==> config.mk <==
export PLATFORM = sky130hd
export DESIGN_NAME = addsub_sequencer
export DESIGN_NICKNAME = d
export VERILOG_FILES = /design/src/rtl/addsub_pkg.sv /design/src/rtl/cla_slice.sv /design/src/rtl/addsub_sequencer.sv
export SDC_FILE = /design/constraint.sdc
export NUM_CORES = 1
export LEC_CHECK = 0
export ABC_AREA = 1
export CORE_ASPECT_RATIO = 0.5
export CORE_MARGIN = 2
export CORE_UTILIZATION = 35
export DETAILED_ROUTE_END_ITERATION = 10
export PLACE_DENSITY_LB_ADDON = 0.3
export SYNTH_ARGS = -nofsm -noshare
export SYNTH_HDL_FRONTEND = slang
export SYNTH_SLANG_ARGS = --single-unit
==> constraint.sdc <==
create_clock -name clk -period 4.25 [get_ports clk]
set_input_delay 1.275 -clock clk [delete_from_list [all_inputs] [get_ports clk]]
set_output_delay 1.275 -clock clk [all_outputs]
set_load 0.03 [all_outputs]
==> src/rtl/addsub_pkg.sv <==
// rtl/addsub_pkg.sv - shared types and sizing helpers for the slice-serial add/sub sequencer
package addsub_pkg;

  localparam int DEF_WIDTH = 32;
  localparam int DEF_SLICE = 8;

  typedef enum logic [1:0] {
    IDLE = 2'd0,
    RUN  = 2'd1,
    DONE = 2'd2
  } state_t;

  function automatic int calc_nslice(input int width, input int slice);
    return width / slice;
  endfunction

  // At least one bit, since the slice count is always two or more
  function automatic int calc_idx_w(input int width, input int slice);
    return $clog2(width / slice);
  endfunction

endpackage

==> src/rtl/cla_slice.sv <==
// rtl/cla_slice.sv - combinational SLICE-bit adder built from 4-bit lookahead carry groups
module cla_slice #(
  parameter int SLICE = 8
) (
  input  logic [SLICE-1:0] a,
  input  logic [SLICE-1:0] b,
  input  logic             cin,
  output logic [SLICE-1:0] sum,
  output logic             cout,
  output logic             cmsb
);

  localparam int NG = SLICE / 4;

  logic [SLICE-1:0] g;
  logic [SLICE-1:0] p;
  logic [SLICE-1:0] cv;
  logic             cc;

  assign g = a & b;
  assign p = a ^ b;

  // Carries are looked ahead inside each 4-bit group; group carries ripple between groups
  always_comb begin
    cv = '0;
    cc = cin;
    for (int k = 0; k < NG; k++) begin
      cv[4*k]   = cc;
      cv[4*k+1] = g[4*k] | (p[4*k] & cc);
      cv[4*k+2] = g[4*k+1] | (p[4*k+1] & g[4*k]) | (p[4*k+1] & p[4*k] & cc);
      cv[4*k+3] = g[4*k+2] | (p[4*k+2] & g[4*k+1]) | (p[4*k+2] & p[4*k+1] & g[4*k])
                | (p[4*k+2] & p[4*k+1] & p[4*k] & cc);
      cc        = g[4*k+3] | (p[4*k+3] & g[4*k+2]) | (p[4*k+3] & p[4*k+2] & g[4*k+1])
                | (p[4*k+3] & p[4*k+2] & p[4*k+1] & g[4*k])
                | (p[4*k+3] & p[4*k+2] & p[4*k+1] & p[4*k] & cc);
    end
    sum  = p ^ cv;
    cout = cc;
    cmsb = cv[SLICE-1];
  end

endmodule

==> src/rtl/addsub_sequencer.sv <==
// rtl/addsub_sequencer.sv - slice-serial WIDTH-bit add/subtract controller; ADDSEQ_ABORT_EN adds an abort input
module addsub_sequencer
  import addsub_pkg::*;
#(
  parameter int WIDTH = DEF_WIDTH,
  parameter int SLICE = DEF_SLICE
) (
  input  logic             clk,
  input  logic             rst_n,
  input  logic             start,
  input  logic             op_sub,
  input  logic [WIDTH-1:0] a,
  input  logic [WIDTH-1:0] b,
  input  logic             cin,
`ifdef ADDSEQ_ABORT_EN
  input  logic             abort,
`endif
  output logic             ready,
  output logic             busy,
  output logic             done,
  output logic [WIDTH-1:0] result,
  output logic             cout,
  output logic             overflow,
  output logic             zero
);

  localparam int NSLICE = calc_nslice(WIDTH, SLICE);
  localparam int IW     = calc_idx_w(WIDTH, SLICE);

  state_t           state;
  state_t           state_nx;
  logic [WIDTH-1:0] opa;
  logic [WIDTH-1:0] opb;
  logic             carry;
  logic [IW-1:0]    idx;
  logic [WIDTH-1:0] res_full;
  logic [SLICE-1:0] sa;
  logic [SLICE-1:0] sb;
  logic [SLICE-1:0] ssum;
  logic             scout;
  logic             scmsb;
  logic             last;
  logic             accept;
  logic             abort_hit;

`ifdef ADDSEQ_ABORT_EN
  assign abort_hit = (state == RUN) && abort;
`else
  assign abort_hit = 1'b0;
`endif

  assign last   = (idx == IW'(NSLICE - 1));
  assign accept = start && (state != RUN);
  assign sa     = opa[idx*SLICE +: SLICE];
  assign sb     = opb[idx*SLICE +: SLICE];

  cla_slice #(.SLICE(SLICE)) u_slice (
    .a    (sa),
    .b    (sb),
    .cin  (carry),
    .sum  (ssum),
    .cout (scout),
    .cmsb (scmsb)
  );

  always_comb begin
    res_full = result;
    res_full[idx*SLICE +: SLICE] = ssum;
  end

  always_ff @(posedge clk or negedge rst_n) begin
    if (!rst_n) state <= IDLE;
    else        state <= state_nx;
  end

  always_comb begin
    state_nx = state;
    case (state)
      IDLE:    if (start) state_nx = RUN;
      RUN: begin
        if (abort_hit) state_nx = IDLE;
        else if (last) state_nx = DONE;
      end
      DONE:    state_nx = start ? RUN : IDLE;
      default: state_nx = IDLE;
    endcase
  end

  always_comb begin
    ready = (state != RUN);
    busy  = (state == RUN);
    done  = (state == DONE);
  end

  // B is stored pre-inverted so the slice adder never needs to know the operation
  always_ff @(posedge clk or negedge rst_n) begin
    if (!rst_n) begin
      opa      <= '0;
      opb      <= '0;
      carry    <= 1'b0;
      idx      <= '0;
      result   <= '0;
      cout     <= 1'b0;
      overflow <= 1'b0;
      zero     <= 1'b0;
    end else if (abort_hit) begin
      idx      <= '0;
      result   <= '0;
      cout     <= 1'b0;
      overflow <= 1'b0;
      zero     <= 1'b0;
    end else if (accept) begin
      opa      <= a;
      opb      <= op_sub ? ~b : b;
      carry    <= cin;
      idx      <= '0;
      result   <= '0;
      cout     <= 1'b0;
      overflow <= 1'b0;
      zero     <= 1'b0;
    end else if (state == RUN) begin
      result <= res_full;
      carry  <= scout;
      idx    <= last ? '0 : idx + 1'b1;
      if (last) begin
        cout     <= scout;
        overflow <= scmsb ^ scout;
        zero     <= (res_full == '0);
      end
    end
  end

endmodule

==> impl_results.md <==
* Result of the run: complete, no violations
* Number of enable flip-flop cells after synthesis at 0
* Std-Cell Rows at 32
* Final max-slew violation count at 0
* Count of max-cap constraint violations at 0
* Netlist area before placement at 0.00560 sq mm
* Post-placement cell area at 0.00687 sq mm
* WP data required at 4540 ps
* Clk root buf: sky130_fd_sc_hd__clkbuf_16
* Setup tns final at 0 ps
* Clk slew on worst S/H paths at 70 ps
* Dominant cell type by area after synthesis: sky130_fd_sc_hd__dfrtp_1
* Synth unique cells at 32
* Proportion of total power due to net switching at 50.0%
* Starting Density at 36.1%
* Top-Level Pins at 107
* Total overflow reported by the global router at 0
* Async set-reset flop share out of synthesis at 100%
* Fraction of layout instances using a drive strength above 1 at 6.03%
* Adder and majority cell fraction of the synthesized area at 3.84%
* Stage delay of the slowest cell on the critical path at 470 ps
* Combinational family with the most area after synthesis: simple AND/OR/NAND/NOR gates
* Post-Layout Inst Area at 0.00716 sq mm
* P_leak at 3.31 nW
* Core Box Area at 0.0155 sq mm
* Clock network power share at 13.2%
* Post CTS Setup Buffer Count at 0
* Share of the synthesized area in compound gates (AO/OA/AOI/OAI) at 14.0%
* Die span in x at 183 um
* Skew-Pair Late Insertion Delay at 350 ps
* Main flop type after synthesis: sky130_fd_sc_hd__dfrtp_1
* Post-detailed-route wirelength per cell at 15.2 um
* Final weighted congestion in routability-driven placement at 0.901
* Number of antenna cells inserted at 0
* Cell chain of the critical path: buf_4 > o21ai_0 > o22ai_1 > ha_1 > nand2_1 > nand2_1 > nand3_2 > nand2_4 > fa_1 > inv_1 > nor2_1 > a21oi_1 > nand2_1 > nor2_1 > nand3_1 > nor2_1 > nand3_1 > nor2_1 > nand2_1 > nor2_1 > nand2_1 > nand2_1
* Sequential fraction of the synthesis area at 46.4%
* Number of port buffers at 106
* Top cells by area, synth: sky130_fd_sc_hd__dfrtp_1, sky130_fd_sc_hd__nand2_1, sky130_fd_sc_hd__o21ai_0, sky130_fd_sc_hd__nor2_1, sky130_fd_sc_hd__xnor2_1
* Layout Area Growth over Synthesis at 27.7%
* CP startpoint kind: register
* Unrepaired setup endpoints after global routing: false
* Flops & latches, synth at 104
* Maximum number of pins on one net before global-route repair at 101
* TritonCTS clock tree: yes
* Die span in y at 93.5 um
* Global-route wire length before repair at 25100 um
* Data arrival time of the worst path at 3820 ps
* First DRT Iteration DRCs at 413
* Via count of the first global-routing pass at 4856
* Worst vdd ir at 0.422 mV
* Cts repair resizes at 0
* Post-synthesis average cell area at 7.85 sq um
* First-pass iteration count of the detailed router at 8
* Most frequent cell after synthesis: sky130_fd_sc_hd__nand2_1
* Total of warnings raised by yosys at 0
* Switching power at 3.07 mW
* Sinks on Clock Net at 104
* Proportion of synthesized area in mux cells at 0%
* Fmax at 0.283 GHz
* Remaining routing DRC violations at 0
* Net count after synthesis at 799
* Total Routing Usage GR at 18.8%
* Kind of end point of the critical path: register
* Seq pwr share at 27.8%
* Post-synthesis share of cell area spent on xor and xnor gates at 5.00%
* Maximum clock insertion buffer count at 2
* Synthesized-area fraction occupied by and/or/nand/nor cells at 24.6%
* Setup-failing EPs final at 0
* Via count at 5050
* Worst clock skew on the final layout at 8.51 ps
* Total Die Area at 0.0171 sq mm
* Yosys top cell area share at 46.4%
* Gate Count Post-Synth at 714
* Routed Wire Length at 15400 um
* H-Tree Level Count at 3
* Worst slew slack as a fraction of its limit at 43.8%
* Initial antenna violation count at 0
* Final count of hold timing violations at 0
* Number of buffers created by CTS at 9
* Highest fanout seen on the critical path at 47
* Synth top cells by count: sky130_fd_sc_hd__nand2_1, sky130_fd_sc_hd__dfrtp_1, sky130_fd_sc_hd__o21ai_0, sky130_fd_sc_hd__nor2_1, sky130_fd_sc_hd__inv_1
* Via/cell ratio at 4.97
* HP Class: register to register
* Least-Margin Pin Slew at 843 ps
* Type of the worst setup path: register to register
* Final clock period utilization by the worst path at 83.1%
* Minimum period implied by the final worst setup slack at 3530 ps
* PD cells at 860 mW/mm^2
* Int Power at 3.08 mW
* Slowest stage cell on the critical path: sky130_fd_sc_hd__fa_1
* Number of nets with antenna violations after routing at 0
* Cell occurring most often along the worst timing path: sky130_fd_sc_hd__nand2_1
* HPWL after DPL at 11600 um
* NumNets Final at 893
* CTS hold repair buffers at 0
* Portion of total power attributed to combinational logic at 58.9%
[per-layer routing]
metal,GRT usage [%],vias up,share of wire [%]
li1,-,2502,-
met1,27.4,2378,49
met2,29.3,158,44
met3,3.89,12,6.5
met4,3.47,0,0.80
met5,0,-,0
[sequential cells by signal (all words and copies together), names as in the netlist]
| signal | cells |
|---|---|
| result | 32 |
| cout | 1 |
| carry | 1 |
| zero | 1 |
| opa | 32 |
| idx | 2 |
| opb | 32 |
| state | 2 |
| overflow | 1 |
[final timing paths]
check / to / cells after the start / slack, ps / from
max: zero$_DFFE_PN0P_ / 22 / 720 / idx[0]$_DFFE_PN0P_
min: opa[21]$_DFFE_PN0P_ / 2 / 480 / opa[21]$_DFFE_PN0P_
max reg2reg: zero$_DFFE_PN0P_ / 22 / 720 / idx[0]$_DFFE_PN0P_
min reg2reg: opa[21]$_DFFE_PN0P_ / 2 / 480 / opa[21]$_DFFE_PN0P_
max in group asynchronous: opb[25]$_DFFE_PN0P_ / 2 / 2830 / rst_n
min in group asynchronous: opa[10]$_DFFE_PN0P_ / 1 / 710 / rst_n
[cells in the final DEF (no fill, tap or decap), drive strengths merged]
master           n
nand3           26
a21oi           13
nand4            8
a22oi            1
and2             2
dfrtp          104
fa               2
o211ai           1
clkinvlp         1
o21ai           86
a22o             8
clkdlybuf4s50  104
nor2            81
xnor2           32
ha              14
buf             13
a21o             1
o22ai           28
nand2          220
clkinv           3
inv             54
a32o             2
clkbuf           9
[critical path: cells and delay by family, from the launching register on]
family	cells	cell delay, ps
simple gates	15	1180
fa+ha+maj	2	790
compound gates	3	650
buf+inv	2	480
flops	1	370
[layout make-up]
cell class / count / area, sq um
clock buffers: 9 / 225
well taps: 204 / 255
inverters: 51 / 191
multi-input cells: 525 / 2660
repair buffers: 117 / 1160
clock inverters: 7 / 61.3
fillers: 1546 / 8380
flip-flops and latches: 104 / 2600
[power groups by stage]
stage | Sequential (mW) | Clock, mW | Combinational (mW)
CTS | 1.71 | 0.830 | 3.61
global placement | 1.72 | 0 | 3.54
finish | 1.71 | 0.815 | 3.63
global route | 1.76 | 0.874 | 4.06
detailed placement | 1.73 | 0 | 3.59
floorplan | 1.84 | 0 | 2.33
[stage by stage]
step	setup WS, ps	hold slack (ps)	utilization [%]	cells	power [mW]
3_3_place_gp	863	454	44.2	1001	5.27
4_1_cts	750	480	46.1	1017	6.15
5_1_grt	368	493	46.1	1017	6.70
2_1_floorplan	892	437	-	714	4.17
3_5_place_dp	760	461	44.2	1001	5.32
6_report	719	480	46.1	1017	6.15
[kinds of logic after synthesis]
logic type | count (synthesis)
and+or+nand+nor | 337
AOI/OAI and AO/OA | 140
DFF | 104
buffers and inverters | 85
xor gates and xnor gates | 32
adders and majority gates | 16
(Power assumes the default switching activity.)
